--- src/rtl/div8x4_seq.sv ---
// Iterative restoring unsigned divider: DW_DVD-bit dividend / DW_DVS-bit divisor, one quotient bit per clock.
// Optional macro DIV_EARLY_TERM_EN: finish in one cycle when the dividend is smaller than the divisor.
module div8x4_seq #(
  parameter int DW_DVD = 8,
  parameter int DW_DVS = 4
) (
  input  logic              clk,
  input  logic              rst,
  input  logic              in_valid,
  output logic              in_ready,
  input  logic [DW_DVD-1:0] dividend,
  input  logic [DW_DVS-1:0] divisor,
  output logic              out_valid,
  input  logic              out_ready,
  output logic [DW_DVD-1:0] quotient,
  output logic [DW_DVS-1:0] remainder,
  output logic              div_by_zero
);

  localparam int CW = (DW_DVD > 1) ? $clog2(DW_DVD) : 1;

  typedef enum logic [1:0] {IDLE, BUSY, DONE} state_t;

  state_t            state_reg;
  logic [DW_DVD-1:0] dvd_reg;
  logic [DW_DVD-1:0] q_reg;
  logic [DW_DVS-1:0] dvs_reg;
  logic [DW_DVS:0]   r_reg;
  logic [CW-1:0]     cnt_reg;
  logic              dbz_reg;
  logic              in_ready_reg;
  logic              out_valid_reg;

  logic [DW_DVS:0]   r_shift;
  logic [DW_DVS:0]   r_trial;
  logic              trial_ok;
  logic              early;
  logic              unused_r_msb;

  // The partial remainder stays below the divisor, so its top bit never feeds the next shift.
  always_comb begin
    r_shift  = {r_reg[DW_DVS-1:0], dvd_reg[DW_DVD-1]};
    r_trial  = r_shift - {1'b0, dvs_reg};
    trial_ok = (r_shift >= {1'b0, dvs_reg});
  end

  assign unused_r_msb = r_reg[DW_DVS];

`ifdef DIV_EARLY_TERM_EN
  assign early = (dividend < DW_DVD'(divisor));
`else
  assign early = 1'b0;
`endif

  always_ff @(posedge clk) begin
    if (rst) begin
      state_reg     <= IDLE;
      dvd_reg       <= '0;
      dvs_reg       <= '0;
      q_reg         <= '0;
      r_reg         <= '0;
      cnt_reg       <= '0;
      dbz_reg       <= 1'b0;
      in_ready_reg  <= 1'b1;
      out_valid_reg <= 1'b0;
    end else begin
      case (state_reg)
        IDLE: begin
          if (in_valid) begin
            dvd_reg <= dividend;
            dvs_reg <= divisor;
            r_reg   <= '0;
            dbz_reg <= 1'b0;
            if (divisor == '0) begin
              q_reg         <= '1;
              r_reg         <= {1'b0, dividend[DW_DVS-1:0]};
              dbz_reg       <= 1'b1;
              state_reg     <= DONE;
              in_ready_reg  <= 1'b0;
              out_valid_reg <= 1'b1;
            end else if (early) begin
              q_reg         <= '0;
              r_reg         <= {1'b0, dividend[DW_DVS-1:0]};
              state_reg     <= DONE;
              in_ready_reg  <= 1'b0;
              out_valid_reg <= 1'b1;
            end else begin
              cnt_reg      <= CW'(DW_DVD - 1);
              state_reg    <= BUSY;
              in_ready_reg <= 1'b0;
            end
          end
        end
        BUSY: begin
          r_reg   <= trial_ok ? r_trial : r_shift;
          q_reg   <= {q_reg[DW_DVD-2:0], trial_ok};
          dvd_reg <= {dvd_reg[DW_DVD-2:0], 1'b0};
          cnt_reg <= cnt_reg - CW'(1);
          if (cnt_reg == '0) begin
            state_reg     <= DONE;
            out_valid_reg <= 1'b1;
          end
        end
        DONE: begin
          // Results stay on the outputs after the handoff; only the valid drops.
          if (out_ready) begin
            state_reg     <= IDLE;
            out_valid_reg <= 1'b0;
            in_ready_reg  <= 1'b1;
          end
        end
        default: begin
          state_reg     <= IDLE;
          in_ready_reg  <= 1'b1;
          out_valid_reg <= 1'b0;
        end
      endcase
    end
  end

  assign in_ready    = in_ready_reg;
  assign out_valid   = out_valid_reg;
  assign quotient    = q_reg;
  assign remainder   = r_reg[DW_DVS-1:0];
  assign div_by_zero = dbz_reg;

endmodule

--- config.mk ---
export PLATFORM = sky130hd
export DESIGN_NAME = div8x4_seq
export DESIGN_NICKNAME = d
export VERILOG_FILES = /design/src/rtl/div8x4_seq.sv
export SDC_FILE = /design/constraint.sdc
export NUM_CORES = 1
export LEC_CHECK = 0
export CAP_MARGIN = 10
export CORE_MARGIN = 3
export CORE_UTILIZATION = 36
export DETAILED_ROUTE_END_ITERATION = 6
export MAX_ROUTING_LAYER = met4
export SYNTH_ARGS = -nofsm -noshare
export SYNTH_HDL_FRONTEND = slang
export SYNTH_SLANG_ARGS = --single-unit
--- constraint.sdc ---
create_clock -name clk -period 3.8 [get_ports clk]
set_input_delay 0.57 -clock clk [delete_from_list [all_inputs] [get_ports clk]]
set_output_delay 0.57 -clock clk [all_outputs]
set_load 0.02 [all_outputs]
### Word-level counts from Yosys, hierarchy flattened

Index checks and enable logic that the tools add are counted.

| storage, ports and cells | value |
|---|---|
| bits in registers | 32 |
| bits of input ports | 16 |

| cells by class | value |
|---|---|
| bitwise gates (word level) | 1 |
| add/subtract/negate cells | 2 |
| mux-type cells | 26 |
| eq/ne operators | 7 |
| order comparisons | 1 |
| reductions and logical operators | 11 |

Operators with widths:

| operator | number |
|---|---|
| $pmux W8 S2 | 2 |
| $mux W8 | 3 |
| $mux W4 | 3 |
| $reduce_and A3 Y1 | 4 |
| $ne A2 B2 Y1 const B | 5 |
| $mux W2 | 4 |
| $pmux W4 S2 | 1 |
| $mux W1 | 7 |
| $mux W3 | 2 |
| $pmux W1 S3 | 2 |
| $pmux W2 S3 | 1 |
| $pmux W3 S2 | 1 |
| $ge A5 B4 Y1 | 1 |
| $logic_not A4 Y1 | 1 |
| $reduce_and A2 Y1 | 2 |
| $reduce_and A4 Y1 | 1 |
| $sub A4 B4 Y4 | 1 |
| $logic_not A3 Y1 | 1 |
| $sub A3 B1 Y3 const B | 1 |
| $eq A2 B1 Y1 const B | 1 |
| $eq A2 B2 Y1 const B | 1 |
| $logic_not A2 Y1 | 1 |
| $reduce_bool A2 Y1 | 1 |
| $not A1 Y1 | 1 |

### Logic depth before layout (Yosys ltp)

| depth | value |
|---|---|
| depth in word-level cells | 4 |
| depth in mapped cells | 7 |
| mapped depth without buffers | 7 |

### Least setup slack after synthesis

No wires, ideal clock.

| path | value |
|---|---|
| path kind | reg2reg |
| from | register r_reg[1] |
| to | register r_reg[1] |
| data arrival time | 1.838 ns |
| cell stages (with the launch flop) | 7 |
| path buffers | 0 |
| slack | 1.862 ns |
| clock period less this slack | 1.938 ns |
| path through | dfxtp_1 > ha_1 > or2_1 > a21boi_2 > a21oi_2 > mux2_4 > a2111oi_4 |

| between the ends | value |
|---|---|
| cells in the longest elaborated chain, start to end | 3 |

RTL lines:

| what | line | RTL |
|---|---|---|
| start: declaration | 28 | `logic [DW_DVS:0] r_reg;` |
| start signal: assignment | 76 | `r_reg <= {1'b0, dividend[DW_DVS-1:0]};` |
| start signal: assignment | 83 | `r_reg <= {1'b0, dividend[DW_DVS-1:0]};` |
| start signal: assignment | 95 | `r_reg <= trial_ok ? r_trial : r_shift;` |
| $ge A5 B4 Y1 | 44 | `trial_ok = (r_shift >= {1'b0, dvs_reg});` |
| $mux W4 | 95 |  |
| $pmux W4 S2 | 67 | `case (state_reg)` |

Every way passes these cells.
A chain may end at the register's enable or synchronous reset.

### Worst setup path after layout

| path | value |
|---|---|
| from | input port in_valid |
| to | register r_reg[1] |

| between the ends | value |
|---|---|
| cells in the longest elaborated chain, start to end | 2 |

RTL lines:

| what | line | RTL |
|---|---|---|
| start: declaration | 9 | `input logic in_valid,` |
| $ne A2 B2 Y1 (no line) | -- |  |
| $reduce_and A2 Y1 (no line) | -- |  |

Every way passes these cells.

==> out/metrics.yaml <==
htree_levels: 2
yosys.area.top_type: "dfxtp_1"
groute.usage.overall: 0.155
synth_area_mm2: 0.00164
crit_type: "primary input to register"
arrival_ps: 2380
drv_slew: 0
yosys_most_used_dff: "dfxtp_1"
clockBufferDepth: 2
fp.dieH_um: 73.4
overflow: 0
syn_area_per_cell_um2: 7.98
grt_pass1_vias: 1381
setup_tns_ps: 0
clkPwrFrac: 0.291
fin_skew_ps: 5.98
synthTopCellsByCount: "nor2_1, dfxtp_1, a21oi_1"
wl_mm: 3.69
crit_path_start_kind: "primary input"
antenna_found_initial: 0
cp-end-kind: "register"
synth_compound_area_frac: 0.213
fin_util: 0.493
synth-simple-area-share: 0.251
post_cts_buffers: 0
core_mm2: 0.00420
max_slew_margin: 0.527
hp-class: "register to register"
maxCapViolations: 0
synth-xor-area-share: 0.00536
rsz0062_at_grt: "false"
finalSetupViolations: 0
worstPathRequired_ps: 3940
place.gp.congestion: 0.844
cp_max_fo: 14
grt_pass1_wl_mm: 6.27
synth_top_area_frac: 0.392
fmax_mhz: 446
synth_edf_count: 0
firstDrtPassIters: 4
n_antenna_cell: 0
hold_viol: 0
synth.area.mux_share: 0.0222
area.growth.synth_to_final_pct: 26.5
seq_area_um2: 641
initial_core_util: 0.389
via_count: 1432
finalCritPeriodShare: 0.590
final.fill_count: 425
synthCells: 205
final_nets: 255
switchingPower_uw: 357
power_density_mw_per_mm2: 532
hpwl_mm: 2.66
cts_tree: "built"
avgRoutedWirePerCell_um: 13.0
combPwrFrac: 0.318
postRouteAntennaNets: 0
tightestPinTransition_ps: 707
yosys_warnings: 0
drive_above_1_share: 0.0815
yosys.area_share.adder: 0.0581
ys_seq_area_frac: 0.392
clkTransAtPathRegs_ps: 70
drt-initial-drc-count: 49
hold_buffers: 0
cts_sinks: 32
cts_resized: 0
multi_input_area_um2: 898
cts_inserted_buffers: 5
synth_most_common_cell: "nor2_1"
dieArea_mm2: 0.00539
synthArstFlopShare: 0
p_leak_uw: 0.000794
insertion_delay_ps: 280
p_seq_frac: 0.391
outcome: "finished clean"
vias_per_cell: 5.06
grt_max_degree: 22
vdd_ir_drop_max_mv: 0.280
ys_ff_latch: 32
syn_nets: 228
period_needed_ps: 2240
synth_top_family_by_area: "simple AND/OR/NAND/NOR gates"
root_buffer: "clkbuf_8"
die_w_um: 73.4
fp-row-count: 23
yosys.cell_types.count: 39
pin_count: 31
switching_share: 0.325
portBuffers: 30
drc: 0
internal_power_uw: 743
synth.area.top_cells: "dfxtp_1, nor2_1, a21oi_1"
==> cells by family after synthesis <==
logic type | after synthesis
AND/OR/NAND/NOR | 89
AO/OA/AOI/OAI | 48
flip-flops | 32
buffers and inverters | 25
adder cells (fa/ha/maj) | 7
multiplexers | 3
XOR/XNOR | 1
==> layout make-up <==
| class | count | share of cell area |
|---|---|---|
| inverters | 14 | 0.0254 |
| multi-input cells | 148 | 0.434 |
| well taps | 50 | 0.0302 |
| clock inverters | 2 | 0.0169 |
| flip-flops and latches | 32 | 0.310 |
| repair buffers | 31 | 0.149 |
| clock buffers | 6 | 0.0351 |
==> power groups by stage <==
stage / combinational (µW) / sequential (µW) / clock [µW]
floorplan: 230 / 448 / 0
global placement: 350 / 439 / 0
detailed placement: 352 / 437 / 0
CTS: 354 / 430 / 327
global route: 389 / 438 / 345
finish: 350 / 430 / 321
==> critical path: stages <==
cell and delay, ps:
clkdlybuf4s50_1 740, nor2b_1 310, nand2b_1 320, a21oi_1 350
a2111oi_4 90
==> per-layer routing <==
layer | vias up | global-route usage | part of all wire
met2 | 36 | 0.215 | 0.42
met5 | - | - | 0
li1 | 752 | - | -
met4 | 0 | 0.0423 | 0.0098
met1 | 640 | 0.212 | 0.51
met3 | 4 | 0.0547 | 0.063
==> cell usage in the layout, fill, tap and decap left out, drive strengths merged, types with 2 or more instances in the layout <==
master and count:
inv 14, o21a 2, o221a 2, a311oi 4
nor2b 4, nor2 48, nand2b 4, o21ai 2
o22ai 3, mux2 2, a211oi 3, nand2 17
nor3 11, clkbuf 6, clkdlybuf4s50 30, ha 6
a32oi 2, o31ai 2, a21oi 21, dfxtp 32
a2111oi 2
==> final timing paths <==
| path | from | end | slack [ps] | depth (start not counted) |
|---|---|---|---|---|
| setup / recovery | in_valid | r_reg[1] | 1560 | 5 |
| hold / removal | dvs_reg[2] | dvs_reg[2] | 470 | 2 |
| setup reg to reg | state_reg[1] | r_reg[0] | 1800 | 4 |
| hold reg to reg | dvs_reg[2] | dvs_reg[2] | 470 | 2 |
==> stage by stage <==
step	cell area [µm²]	setup slack, ps	instances	hold slack (ps)	total power, µW
6_report	2070	1560	283	467	1100
5_1_grt	2070	1450	283	497	1170
4_1_cts	2070	1580	283	466	1110
3_5_place_dp	1960	1290	275	457	790
3_3_place_gp	1960	1350	275	455	789
2_1_floorplan	1640	1860	205	436	677
Note: power is estimated with default switching activity, not from simulation.
